<file path="config.mk">
export PLATFORM = sky130hd
export DESIGN_NAME = fifo_write_stager
export DESIGN_NICKNAME = d
export VERILOG_FILES = /design/src/rtl/fifo_write_stager.sv
export SDC_FILE = /design/constraint.sdc
export NUM_CORES = 1
export LEC_CHECK = 0
export BUFFER_PORTS_ARGS = -buffer_cell sky130_fd_sc_hd__buf_4
export CAP_MARGIN = 30
export CORE_UTILIZATION = 40
export CTS_CLUSTER_DIAMETER = 60
export DETAILED_ROUTE_END_ITERATION = 8
export GPL_TIMING_DRIVEN = 0
export PLACE_DENSITY_LB_ADDON = 0.2
export SLEW_MARGIN = 10
export SYNTH_ARGS = -nofsm -noshare
export SYNTH_HDL_FRONTEND = slang
export SYNTH_SLANG_ARGS = --single-unit
</file>
<file path="constraint.sdc">
create_clock -name w_clk -period 2.8 [get_ports w_clk]
set_clock_uncertainty 0.05 [all_clocks]
set_input_delay 0.28 -clock w_clk [delete_from_list [all_inputs] [get_ports w_clk]]
set_output_delay 0.28 -clock w_clk [all_outputs]
set_load 0.02 [all_outputs]
</file>
<file path="src/rtl/fifo_write_stager.sv">
// Write-side ingress stage of the async FIFO: 2-entry skid buffer that drives w_en/w_data and counts commits.
// Optional almost-full/occupancy estimate from the gray pointers is enabled by defining FIFO_ALMOST_FULL_EN.
module fifo_write_stager #(
    parameter int DATA_WIDTH = 8,
    parameter int ADDR_SIZE  = 4,
    parameter int CNT_WIDTH  = 16,
    parameter int AF_THRESH  = 12
) (
    input  logic                  w_clk,
    input  logic                  w_rst,
    input  logic                  s_valid,
    input  logic [DATA_WIDTH-1:0] s_data,
    output logic                  s_ready,
    input  logic                  flush,
    input  logic                  w_full,
    output logic                  w_en,
    output logic [DATA_WIDTH-1:0] w_data,
    input  logic [ADDR_SIZE:0]    w_ptr_gray,
    input  logic [ADDR_SIZE:0]    r_ptr_gray,
    output logic [CNT_WIDTH-1:0]  wr_count,
    output logic                  w_almost_full,
    output logic [ADDR_SIZE:0]    occupancy
);

    typedef enum logic [1:0] {
        EMPTY = 2'd0,
        ONE   = 2'd1,
        TWO   = 2'd2
    } state_t;

    state_t                state_p0;
    state_t                state_next;
    logic [DATA_WIDTH-1:0] head_p0;
    logic [DATA_WIDTH-1:0] tail_p0;
    logic                  push;
    logic                  commit;
    logic                  af_next;

    assign push   = s_valid & s_ready;
    assign w_en   = (state_p0 != EMPTY);
    assign commit = w_en & ~w_full;
    assign w_data = w_en ? head_p0 : '0;

    always_comb begin
        state_next = state_p0;
        case (state_p0)
            EMPTY: if (push) state_next = ONE;
            ONE: begin
                if (push && !commit)
                    state_next = TWO;
                else if (!push && commit)
                    state_next = EMPTY;
            end
            TWO: if (commit) state_next = ONE;
            default: state_next = EMPTY;
        endcase
        // A same-cycle commit still lands downstream; only the buffer contents are dropped.
        if (flush)
            state_next = EMPTY;
    end

    // Stage p0: skid storage; head is always the oldest entry, so w_data needs no extra mux.
    always_ff @(posedge w_clk) begin
        case (state_p0)
            EMPTY: if (push) head_p0 <= s_data;
            ONE: begin
                if (push && commit)
                    head_p0 <= s_data;
                else if (push)
                    tail_p0 <= s_data;
            end
            TWO: if (commit) head_p0 <= tail_p0;
            default: ;
        endcase
    end

    always_ff @(posedge w_clk) begin
        if (w_rst) begin
            state_p0 <= EMPTY;
            s_ready  <= 1'b0;
            wr_count <= '0;
        end else begin
            state_p0 <= state_next;
            s_ready  <= (state_next != TWO) & ~af_next & ~flush;
            if (commit)
                wr_count <= wr_count + {{(CNT_WIDTH-1){1'b0}}, 1'b1};
        end
    end

`ifdef FIFO_ALMOST_FULL_EN
    logic [ADDR_SIZE:0] occ_next;

    function automatic logic [ADDR_SIZE:0] gray2bin(input logic [ADDR_SIZE:0] g);
        logic [ADDR_SIZE:0] b;
        b[ADDR_SIZE] = g[ADDR_SIZE];
        for (int i = ADDR_SIZE - 1; i >= 0; i--)
            b[i] = b[i+1] ^ g[i];
        return b;
    endfunction

    // Read pointer lags the read domain, so this over-estimates occupancy, never under.
    assign occ_next = gray2bin(w_ptr_gray) - gray2bin(r_ptr_gray);
    assign af_next  = (32'(occ_next) >= 32'(AF_THRESH));

    always_ff @(posedge w_clk) begin
        if (w_rst) begin
            occupancy     <= '0;
            w_almost_full <= 1'b0;
        end else begin
            occupancy     <= occ_next;
            w_almost_full <= af_next;
        end
    end
`else
    logic unused_ptrs;

    assign unused_ptrs   = ^{w_ptr_gray, r_ptr_gray};
    assign af_next       = 1'b0;
    assign occupancy     = '0;
    assign w_almost_full = 1'b0;
`endif

endmodule

</file>
==> Implementation_results.wiki, run 1 <==
{| class="wikitable"
! Metric !! Value
|-
| Run status || completed
|-
| Final layout net count || 217
|-
| Post-synthesis instance area || 1570 sq um
|-
| Wire length reported by the detailed router || approximately 3.1 mm
|-
| Rel. slew slack || 56.7%
|-
| Kind of cell adding the most delay to the critical path || simple AND/OR/NAND/NOR gates
|-
| Cell depth of the worst setup path || 4
|-
| Worst Setup Start Kind || flop
|-
| Cell taking the most area after synthesis || edfxtp_1
|-
| Standby leakage power || between 0.8 and 0.9 nW
|-
| Max_cap viols || 0
|-
| Clock period minus final worst setup slack || between 1.5 and 2 ns
|-
| Number of gates resized after cts || 0
|-
| Number of flops mapped to enable cells by yosys || 16
|-
| FF-to-FF path depth || 5
|-
| Endpoint of the worst-slack reg-to-reg timing path || wr_count[14]
|-
| Area share of the leading cell type in the synthesized netlist || 30.5%
|-
| Cell chain of the critical path || buf_2 > nor2_1 > nor2b_1 > buf_4
|-
| Final worst-path cycle share || 67.2%
|-
| Area of the core || 3720 sq um
|-
| Sinks on the clock net || 35
|-
| Met3 Wirelength || 137 microns
|-
| Drt wl/cell || 12.8 microns
|-
| Detailed-router iteration count before antenna repair || 4
|-
| Final TNS setup || 0 ns
|-
| Worst skew pair latency || roughly 0.27 ns
|-
| Number of global-route vias before repair || approximately 1100
|-
| Post CTS Setup Buffer Count || 0
|-
| Sort of element at the end of the critical path || output port
|-
| Pwr Density || 487 nW/um^2
|-
| Wire length of the first global-routing pass || 5.17 mm
|-
| Area added between synthesis and finish || 29.8%
|-
| Effective utilization at floorplan || ~42%
|-
| Iter 0 DRT Violations || 44
|-
| Worst Tran Pin Value || 0.647 ns
|-
| Number of setup violations in the final report || 0
|-
| Synth Flop Type || dfxtp_1
|-
| Reg-to-reg setup timing slack || 0.98 ns
|-
| Area of the multi-input gates || 649 sq um
|-
| Worst stage delay on the critical path || ~0.52 ns
|-
| Total die area || 4190 sq um
|-
| Chip Width || 64.7 microns
|-
| Launch instance of the worst min-delay path || flush
|-
| Critical path class || flop to output port
|-
| Buffer depth of the longest clock path || 2
|-
| Sequential cell area || ~860 sq um
|-
| Post-detail-place hpwl || 2.28 mm
|-
| Overall via count from detail_route || 1209
|-
| Mapped Cells || approximately 140
|-
| Largest net degree at the start of global routing || 11
|-
| Number of placement rows || 22
|-
| Part of the Yosys area used for sequential elements || between 50% and 60%
|-
| Synth area leaders || edfxtp_1 31%, dfxtp_1 24%, mux2_2 7.2%, xor2_1 4.5%, nor2b_1 3.2%
|-
| Final hold violation count || 0
|-
| Remaining routing DRC violations || 0
|-
| Vias per Instance || 5.00
|-
| Number of buffer and inverter instances along the worst setup path || 2
|-
| Most instantiated cells after synthesis || 19 x dfxtp_1, 16 x edfxtp_1, 11 x nor2_1
|-
| Hold buffer count at CTS || 0
|-
| Overflow left after global routing || 0
|-
| Avg Synthesized Cell Area || 11.1 sq um
|-
| Highest metal layer with signal wires || met4
|-
| Clk slew on worst S/H paths || approximately 0.070 ns
|-
| Hold worst-path end || s_ready
|-
| Most frequent cell after synthesis || dfxtp_1
|-
| Critical path fanouts, max || 10
|-
| Die height || ~65 microns
|-
| Share of cells above drive strength 1 || 36.1%
|-
| Synth Warn # || 0
|-
| H-tree level count || 2
|-
| Share of async-settable or async-resettable flops after synthesis || 0%
|-
| Area post-placement || 1940 sq um
|-
| Worst hold path stage count || 2
|-
| Setup repair after global routing missed its margin || false
|-
| Worst path required time || 2.47 ns
|-
| Finished layout cell area || 2040 sq um
|-
| Number of input and output port buffers inserted || 37
|-
| Flop and latch count out of synthesis || 35
|-
| FF-to-FF Start || wr_count[0]
|-
| ANT nets after route || 0
|-
| Top-level port count || 55
|-
| CTS Root Buffer Type || clkbuf_8
|-
| Total count of max-transition violations in the final report || 0
|-
| Number of CTS-inserted buffers || 5
|-
| Number of antenna violations at the first check in global routing || 0
|-
| Routed length on met2 || roughly 1.5 mm
|-
| Tightest Hold Check Type || input port to flop
|-
| Clock tree from TritonCTS || yes
|-
| Largest vdd supply drop || 0.249 mV
|-
| Library cell contributing the largest single delay on the critical path || nor2_1
|-
| Synth cell types || 33
|-
| Routed metal-1 wire length || about 1.5 mm
|-
| Number of antenna repair diodes || 0
|-
| Overall global routing resource usage || around 16%
|-
| Highest clock rate || 0.531 GHz
|-
| Data arrival at the endpoint of the critical path || about 1.6 ns
|-
| Last weighted congestion value of the routability-driven placer || 0.773
|-
| Fillcell total || 347
|}
==> kinds of logic after synthesis <==
| logic type | Yosys count | synth area share (%) |
|---|---|---|
| simple gates | 54 | 19.5 |
| flops | 35 | 54.7 |
| compound gates | 19 | 7.40 |
| buf+inv | 13 | 5.17 |
| mux | 10 | 7.16 |
| xor+xnor | 9 | 5.01 |
| fa+ha+maj | 1 | 0.795 |
| other cells | 1 | 0.238 |
==> power by group <==
group	total [W]	switching, W	internal (W)
clock	0.000388	0.000164	0.000224
combinational	0.0000634	0.0000327	0.0000308
sequential	0.000542	0.00000237	0.000540
total	0.000994	0.000199	0.000795
==> state kept, by name (all words and copies together), names as in the netlist <==
name and flops:
head_p0 8, s_ready 1, state_p0 2, tail_p0 8
wr_count 16
==> layout by cell type, fill, tap and decap left out <==
master	n
and3_2	1
o21ai_0	5
xnor2_1	1
nand4_4	1
nand2_1	9
nand3_1	6
dfxtp_1	19
nor2_1	11
nor2b_1	8
buf_4	44
nor3_1	3
ha_1	1
and3_1	1
clkbuf_1	3
nand4_1	4
clkbuf_8	7
buf_2	3
o31ai_1	4
mux2_2	10
inv_1	2
o22a_1	1
and4_4	1
a21oi_1	7
conb_1	6
o21ba_2	1
or4_1	4
edfxtp_1	16
xor2_1	8
nand2b_1	2
and4_1	1
a211oi_1	1
or3_2	1
or3_1	1
buf_6	1
==> metal layers <==
layer	up-vias	global-route usage (%)
li1	604	-
met4	0	6.67
met2	30	27.3
met1	571	19.6
met5	-	0
met3	4	3.87
==> how the worst max path moves through the flow <==
stage,start,endpoint,slack [ns]
finish,state_p0[1],w_data[5],0.92
global route,state_p0[1],w_data[7],0.79
CTS,state_p0[1],w_data[5],0.87
detailed placement,wr_count[0],wr_count[14],1.02
global placement,w_full,head_p0[2],0.85
floorplan,wr_count[0],wr_count[14],1.05
==> per-stage QoR <==
| stage | total power [W] | cells | util [%] | hold slack, ns | worst slack [ns] |
|---|---|---|---|---|---|
| after global placement | 0.000614 | 232 | 51.9 | 0.414 | 0.851 |
| after global routing | 0.00104 | 242 | 54.9 | 0.115 | 0.792 |
| after detailed placement | 0.000617 | 234 | 52.3 | 0.414 | 1.02 |
| final | 0.000994 | 242 | 54.9 | 0.125 | 0.918 |
| after floorplan | 0.000590 | 147 | - | 0.303 | 1.05 |
| after CTS | 0.00101 | 242 | 54.9 | 0.115 | 0.870 |
==> final cells by class <==
| cell class | instances | area share, % |
|---|---|---|
| well taps | 48 | 2.94 |
| flip-flops and latches | 35 | 42.2 |
| multi-input cells | 99 | 31.8 |
| clock buffers | 8 | 4.90 |
| repair buffers | 39 | 14.2 |
| plain buffers | 11 | 3.62 |
| inverters | 2 | 0.368 |
Power figures use the tool's default switching activity.
==> run 2: changes to the inputs <==
Clock period 2.8 ns to 1.9 ns, I/O delays scaled along.
==> Implementation_results.wiki, run 2 (synthesis results as in run 1) <==
{| class="wikitable"
! Metric !! Value
|-
| Run status || completed
|-
| Critical path class || flop to flop
|-
| Last weighted congestion value of the routability-driven placer || 0.773 (unchanged)
|-
| Overall via count from detail_route || 1199 (-0.83%)
|-
| Largest register FFs || 16 (unchanged)
|-
| Tightest Hold Check Type || input port to flop
|-
| FF-to-FF Start || wr_count[0]
|-
| Critical path fanouts, max || 7 (-3)
|-
| Highest clock rate || 0.569 GHz
|-
| Sinks on the clock net || 35 (unchanged)
|-
| Number of standard cells in the layout, taps in and fillers out || 242 (unchanged)
|-
| Final hold violation count || 0 (unchanged)
|-
| Iter 0 DRT Violations || 44 (unchanged)
|-
| Post-detail-place hpwl || 2.28 mm (unchanged)
|-
| Top-level port count || 55 (unchanged)
|-
| Final TNS setup || 0 ns (unchanged)
|-
| Wire length of the first global-routing pass || 5.17 mm (unchanged)
|-
| Post CTS Setup Buffer Count || 0 (unchanged)
|-
| Worst Tran Pin Value || 0.609 ns (-0.0379 ns)
|-
| Number of setup violations in the final report || 0 (unchanged)
|-
| Commonest non-fill, non-tap cell in the layout || buf_4
|-
| Area of the core || 3720 sq um (unchanged)
|-
| Crit path from || wr_count[0]
|-
| Worst skew pair latency || 0.27 ns (about the same)
|-
| Largest vdd supply drop || 0.366 mV (+47%)
|-
| Clock tree from TritonCTS || yes
|-
| Final layout net count || 217 (unchanged)
|-
| Reg-to-reg setup timing slack || 0.14 ns (-0.84 ns)
|-
| Sort of element at the end of the critical path || flop
|-
| Buffer depth of the longest clock path || 2 (unchanged)
|-
| Rel. slew slack || 59.0% (+2.3 points)
|-
| Overflow left after global routing || 0 (unchanged)
|-
| Sequential cell area || 861 sq um (unchanged)
|-
| Standby leakage power || 0.819 nW (+0.24%)
|-
| Int Pwr || 0.00117 W (+47%)
|-
| Number of placement rows || 22 (unchanged)
|-
| Detailed-router iteration count before antenna repair || 4 (unchanged)
|-
| Clock network fraction of design power || 39.1% (about the same)
|-
| Largest net degree at the start of global routing || 11 (unchanged)
|-
| Pwr Density || 715 nW/um^2 (+47%)
|-
| Area added between synthesis and finish || 30.2%
|-
| Data arrival at the endpoint of the critical path || 1.92 ns (+0.37 ns)
|-
| Area of the multi-input gates || 654 sq um (+0.77%)
|-
| Total die area || 4190 sq um (unchanged)
|-
| Vias per Instance || 4.95 (-0.83%)
|-
| Register share of total power || 54.6% (about the same)
|-
| Switch Pwr || 0.000293 W (+47%)
|-
| Effective utilization at floorplan || 42.3% (unchanged)
|-
| Number of input and output port buffers inserted || 37 (unchanged)
|-
| Largest registers in the final layout || wr_count x16, head_p0 x8, tail_p0 x8
|-
| Crit path capture || wr_count[14]
|-
| Number of antenna repair diodes || 0 (unchanged)
|-
| Fraction of power spent switching nets || 20.0% (about the same)
|-
| FF-to-FF path depth || 5 (unchanged)
|-
| Largest reg by FF count || wr_count
|-
| Worst path required time || 2.06 ns (-0.41 ns)
|-
| Remaining routing DRC violations || 0 (unchanged)
|-
| Finished layout cell area || 2050 sq um (+0.24%)
|-
| H-tree level count || 2 (unchanged)
|-
| Overall global routing resource usage || 16.2% (unchanged)
|-
| Area post-placement || 1940 sq um (unchanged)
|-
| Drt wl/cell || 12.8 microns (-0.19%)
|-
| CTS Root Buffer Type || clkbuf_8
|-
| Die height || 64.7 microns (unchanged)
|-
| Worst hold path stage count || 2 (unchanged)
|-
| Clock period minus final worst setup slack || 1.76 ns
|-
| Number of CTS-inserted buffers || 5 (unchanged)
|-
| Setup repair after global routing missed its margin || false
|-
| Chip Width || 64.7 microns (unchanged)
|-
| Share of cells above drive strength 1 || 37.1% (+1.0 points)
|-
| Clk slew on worst S/H paths || 0.07 ns (about the same)
|-
| Number of global-route vias before repair || 1134 (unchanged)
|-
| Placed cells || 234 (unchanged)
|-
| Total count of max-transition violations in the final report || 0 (unchanged)
|-
| Number of antenna violations at the first check in global routing || 0 (unchanged)
|-
| Commonest cells after routing, fill and taps aside || 44 x buf_4, 19 x dfxtp_1, 16 x edfxtp_1
|-
| Fillcell total || 344 (-0.86%)
|-
| ANT nets after route || 0 (unchanged)
|-
| Max_cap viols || 0 (unchanged)
|-
| Final worst-path cycle share || 92.5%
|-
| Part of the total power dissipated in combinational logic || 6.4% (about the same)
|-
| Endpoint of the worst-slack reg-to-reg timing path || wr_count[14]
|-
| Worst Setup Start Kind || flop
|-
| Wire length reported by the detailed router || 3.10 mm (-0.19%)
|}
run 2: cell counts in the layout (fill, tap and decap cells not counted):
No cell type changed its count.
run 2: what timing repair did:
item,4_1_cts,5_1_grt
hold buffers,0,0
setup endpoints to repair,0,5
gates resized for setup,0,2
run 2: through the flow:
stage,total power [W],setup slack (ns),hold slack (ns),utilization (%)
3_3_place_gp,0.000905,0.0225,0.327,51.9
6_report,0.00146,0.143,0.0343,55.1
5_1_grt,0.00153,0.0370,0.0251,55.1
2_1_floorplan,0.000870,0.151,0.213,-
3_5_place_dp,0.000909,0.120,0.324,52.3
4_1_cts,0.00148,0.0602,0.0250,54.9
run 2: worst max-delay path: stages (launching register included):
cell and delay (ns):
dfxtp_1 0.42, ha_1 0.20, and3_1 0.24, nand2_2 0.13
or4_1 0.51, a21oi_1 0.14
run 2: layout make-up:
| class | count | share of cell area, % |
|---|---|---|
| Inverter | 2 | 0.367 |
| Tap cell | 48 | 2.93 |
| Sequential cell | 35 | 42.1 |
| Timing Repair Buffer | 39 | 14.2 |
| Multi-Input combinational cell | 99 | 32.0 |
| Clock buffer | 8 | 4.89 |
| Buffer | 11 | 3.61 |
run 2: power by group through the flow:
| stage | combinational (W) | sequential (W) | clock [W] |
|---|---|---|---|
| after floorplan | 0.0000528 | 0.000817 | 0 |
| after global placement | 0.0000892 | 0.000815 | 0 |
| after detailed placement | 0.0000936 | 0.000816 | 0 |
| after CTS | 0.0000938 | 0.000799 | 0.000590 |
| after global routing | 0.000102 | 0.000799 | 0.000628 |
| final | 0.0000935 | 0.000799 | 0.000572 |
run 2: layer usage:
metal  part of all wire, %  wire length [microns]  global-route usage (%)
met4                   1.1                     33                    6.67
met2                    48                   1480                    27.3
met5                     0                      0                       0
met3                   4.2                    130                    3.87
met1                    47                   1450                    19.6
run 2: how the worst min path moves through the flow:
stage,startpoint,endpoint,slack (ns)
final,flush,s_ready,0.03
after global routing,flush,s_ready,0.03
after CTS,flush,s_ready,0.02
after detailed placement,flush,s_ready,0.32
after global placement,s_data[0],tail_p0[0],0.33
after floorplan,flush,s_ready,0.21
==> run 3: changes to the inputs <==
--- a/config.mk
+++ b/config.mk
@@ -9,2 +9,3 @@
 export CAP_MARGIN = 30
+export CORE_MARGIN = 3
 export CORE_UTILIZATION = 40
==> constraint.sdc (replaced) <==
create_clock -name w_clk -period 1.9 [get_ports w_clk]
set_clock_uncertainty 0.05 [all_clocks]
set_input_delay 0.095 -clock w_clk [delete_from_list [all_inputs] [get_ports w_clk]]
set_output_delay 0.095 -clock w_clk [all_outputs]
set_load 0.02 [all_outputs]
==> Implementation_results.wiki, run 3 (synthesis results as in run 1) <==
{| class="wikitable"
! Metric !! Value
|-
| Run status || completed
|-
| Area added between synthesis and finish || 35.3%
|-
| Critical path class || flop to flop
|-
| Placed cells || 234 (unchanged)
|-
| Sort of element at the end of the critical path || flop
|-
| Max_cap viols || 0 (unchanged)
|-
| Area of the core || 3720 sq um (unchanged)
|-
| Part of the total power dissipated in combinational logic || 7.8% (+1.4 points)
|-
| Share of cells above drive strength 1 || 34.3% (-2.8 points)
|-
| Buffer depth of the longest clock path || 2 (unchanged)
|-
| Remaining routing DRC violations || 0 (unchanged)
|-
| Critical path fanouts, max || 7 (unchanged)
|-
| Final TNS setup || 0 ns (unchanged)
|-
| Overall via count from detail_route || 1224 (+2.1%)
|-
| Wire length reported by the detailed router || 3.20 mm (+3.2%)
|-
| Sinks on the clock net || 35 (unchanged)
|-
| Clock network fraction of design power || 35.5% (-3.6 points)
|-
| Top-level port count || 55 (unchanged)
|-
| Final hold violation count || 0 (unchanged)
|-
| Detailed-router iteration count before antenna repair || 4 (unchanged)
|-
| Setup repair after global routing missed its margin || false
|-
| Commonest cells after routing, fill and taps aside || 44 x buf_4, 18 x dfxtp_1, 16 x edfxtp_1
|-
| Overflow left after global routing || 0 (unchanged)
|-
| Tightest Hold Check Type || input port to flop
|-
| Largest vdd supply drop || 0.344 mV (-6.1%)
|-
| Worst skew pair latency || 0.28 ns (about the same)
|-
| Switch Pwr || 0.000295 W (+0.68%)
|-
| Last weighted congestion value of the routability-driven placer || 0.749 (-3.1%)
|-
| Final core utilization || 57.3% (+2.2 points)
|-
| Post CTS Setup Buffer Count || 0 (unchanged)
|-
| Die height || 68.7 microns (+6.2%)
|-
| Rel. slew slack || 54.4% (-4.5 points)
|-
| Clk slew on worst S/H paths || 0.06 ns (about the same)
|-
| Total die area || 4720 sq um (+13%)
|-
| Number of CTS-inserted buffers || 5 (unchanged)
|-
| Vias per Instance || 4.86 (-2.0%)
|-
| Drt wl/cell || 12.7 microns (-0.87%)
|-
| Overall power after layout || 0.00141 W (-3.8%)
|-
| Clock period minus final worst setup slack || 1.76 ns (+0.00727 ns)
|-
| ANT nets after route || 0 (unchanged)
|-
| Clock tree from TritonCTS || yes
|-
| Wire length of the first global-routing pass || 5.15 mm (-0.41%)
|-
| Total count of max-transition violations in the final report || 0 (unchanged)
|-
| Overall global routing resource usage || 15.0% (-1.2 points)
|-
| Final worst-path cycle share || 92.9% (+0.38 points)
|-
| Number of placement rows || 22 (unchanged)
|-
| Register share of total power || 56.7% (+2.1 points)
|-
| Chip Width || 68.7 microns (+6.2%)
|-
| Number of antenna repair diodes || 0 (unchanged)
|-
| Worst Setup Start Kind || flop
|-
| Final layout net count || 227 (+4.6%)
|-
| Largest register FFs || 16 (unchanged)
|-
| Largest net degree at the start of global routing || 11 (unchanged)
|-
| Post-detail-place hpwl || 2.35 mm (+3.2%)
|-
| Number of input and output port buffers inserted || 37 (unchanged)
|-
| Standby leakage power || 0.851 nW (+4.0%)
|-
| Pwr Density || 662 nW/um^2 (-7.4%)
|-
| Number of setup violations in the final report || 0 (unchanged)
|-
| Effective utilization at floorplan || 42.3% (unchanged)
|-
| Largest registers in the final layout || wr_count x16, head_p0 x8, tail_p0 x8
|-
| Largest reg by FF count || wr_count
|-
| Number of standard cells in the layout, taps in and fillers out || 252 (+4.1%)
|-
| Number of antenna violations at the first check in global routing || 0 (unchanged)
|-
| CTS Root Buffer Type || clkbuf_8
|-
| Highest clock rate || 0.567 GHz (-0.41%)
|-
| Int Pwr || 0.00111 W (-4.9%)
|-
| Worst Tran Pin Value || 0.681 ns (+0.0721 ns)
|-
| Worst path required time || 2.06 ns (about the same)
|-
| Number of global-route vias before repair || 1170 (+3.2%)
|-
| H-tree level count || 2 (unchanged)
|-
| Data arrival at the endpoint of the critical path || 1.93 ns (about the same)
|-
| Commonest non-fill, non-tap cell in the layout || buf_4
|-
| Fraction of power spent switching nets || 20.9% (+0.92 points)
|-
| Iter 0 DRT Violations || 77 (+75%)
|}
[run 3: cell types whose count changed in the layout (fill, tap and decap cells not counted), sizes merged]
cell         delta
buf             -1
clkbuf          +1
dlygate4sd3    +10
[run 3: timing repair]
action                     CTS  global route
setup endpoints to repair    0             3
gates resized for setup      0             3
hold endpoints to repair    11             0
hold buffers                10             0
[run 3: worst max-delay path: stages (launching register included)]
cell,delay (ns)
dfxtp_1,0.42
ha_1,0.20
and3_1,0.24
nand2_2,0.13
or4_1,0.51
a21oi_1,0.14
[run 3: worst paths after layout]
kind,from,end,slack [ns],cells after the start
max reg2reg,wr_count[1],wr_count[14],0.14,5
min,w_full,state_p0[1],0.04,3
min reg2reg,wr_count[15],wr_count[15],0.44,2
max,wr_count[1],wr_count[14],0.14,5
[run 3: cell type report]
class	instances	area [sq um]
Fill cell	342	1590
Sequential cell	35	862
Multi-Input combinational cell	99	652
Timing Repair Buffer	49	390
Clock buffer	8	80.1
Buffer	11	76.3
Tap cell	48	60.1
Inverter	2	7.51
[run 3: through the flow]
| stage | setup WS, ns | instance area, sq um | hold WS, ns |
|---|---|---|---|
| after detailed placement | 0.107 | 1940 | 0.232 |
| after global placement | 0.0226 | 1930 | 0.232 |
| after CTS | 0.0475 | 2120 | 0.0346 |
| final | 0.136 | 2130 | 0.0427 |
| after global routing | 0.00751 | 2130 | 0.0420 |
| after floorplan | 0.151 | 1590 | 0.118 |
[run 3: power by group through the flow]
stage          sequential [W]  clock (W)  combinational (W)
3_3_place_gp         0.000815          0          0.0000894
4_1_cts              0.000799   0.000514           0.000110
5_1_grt              0.000799   0.000548           0.000120
2_1_floorplan        0.000817          0          0.0000528
3_5_place_dp         0.000816          0          0.0000935
6_report             0.000799   0.000501           0.000109
[run 3: layer usage]
layer  routed length (microns)  up-vias  global-route usage, %
li1                          -      623                      -
met1                      1450      565                   18.6
met2                      1490       31                   23.5
met3                       212        5                   5.67
met4                        41        0                   6.33
met5                         0        -                      0
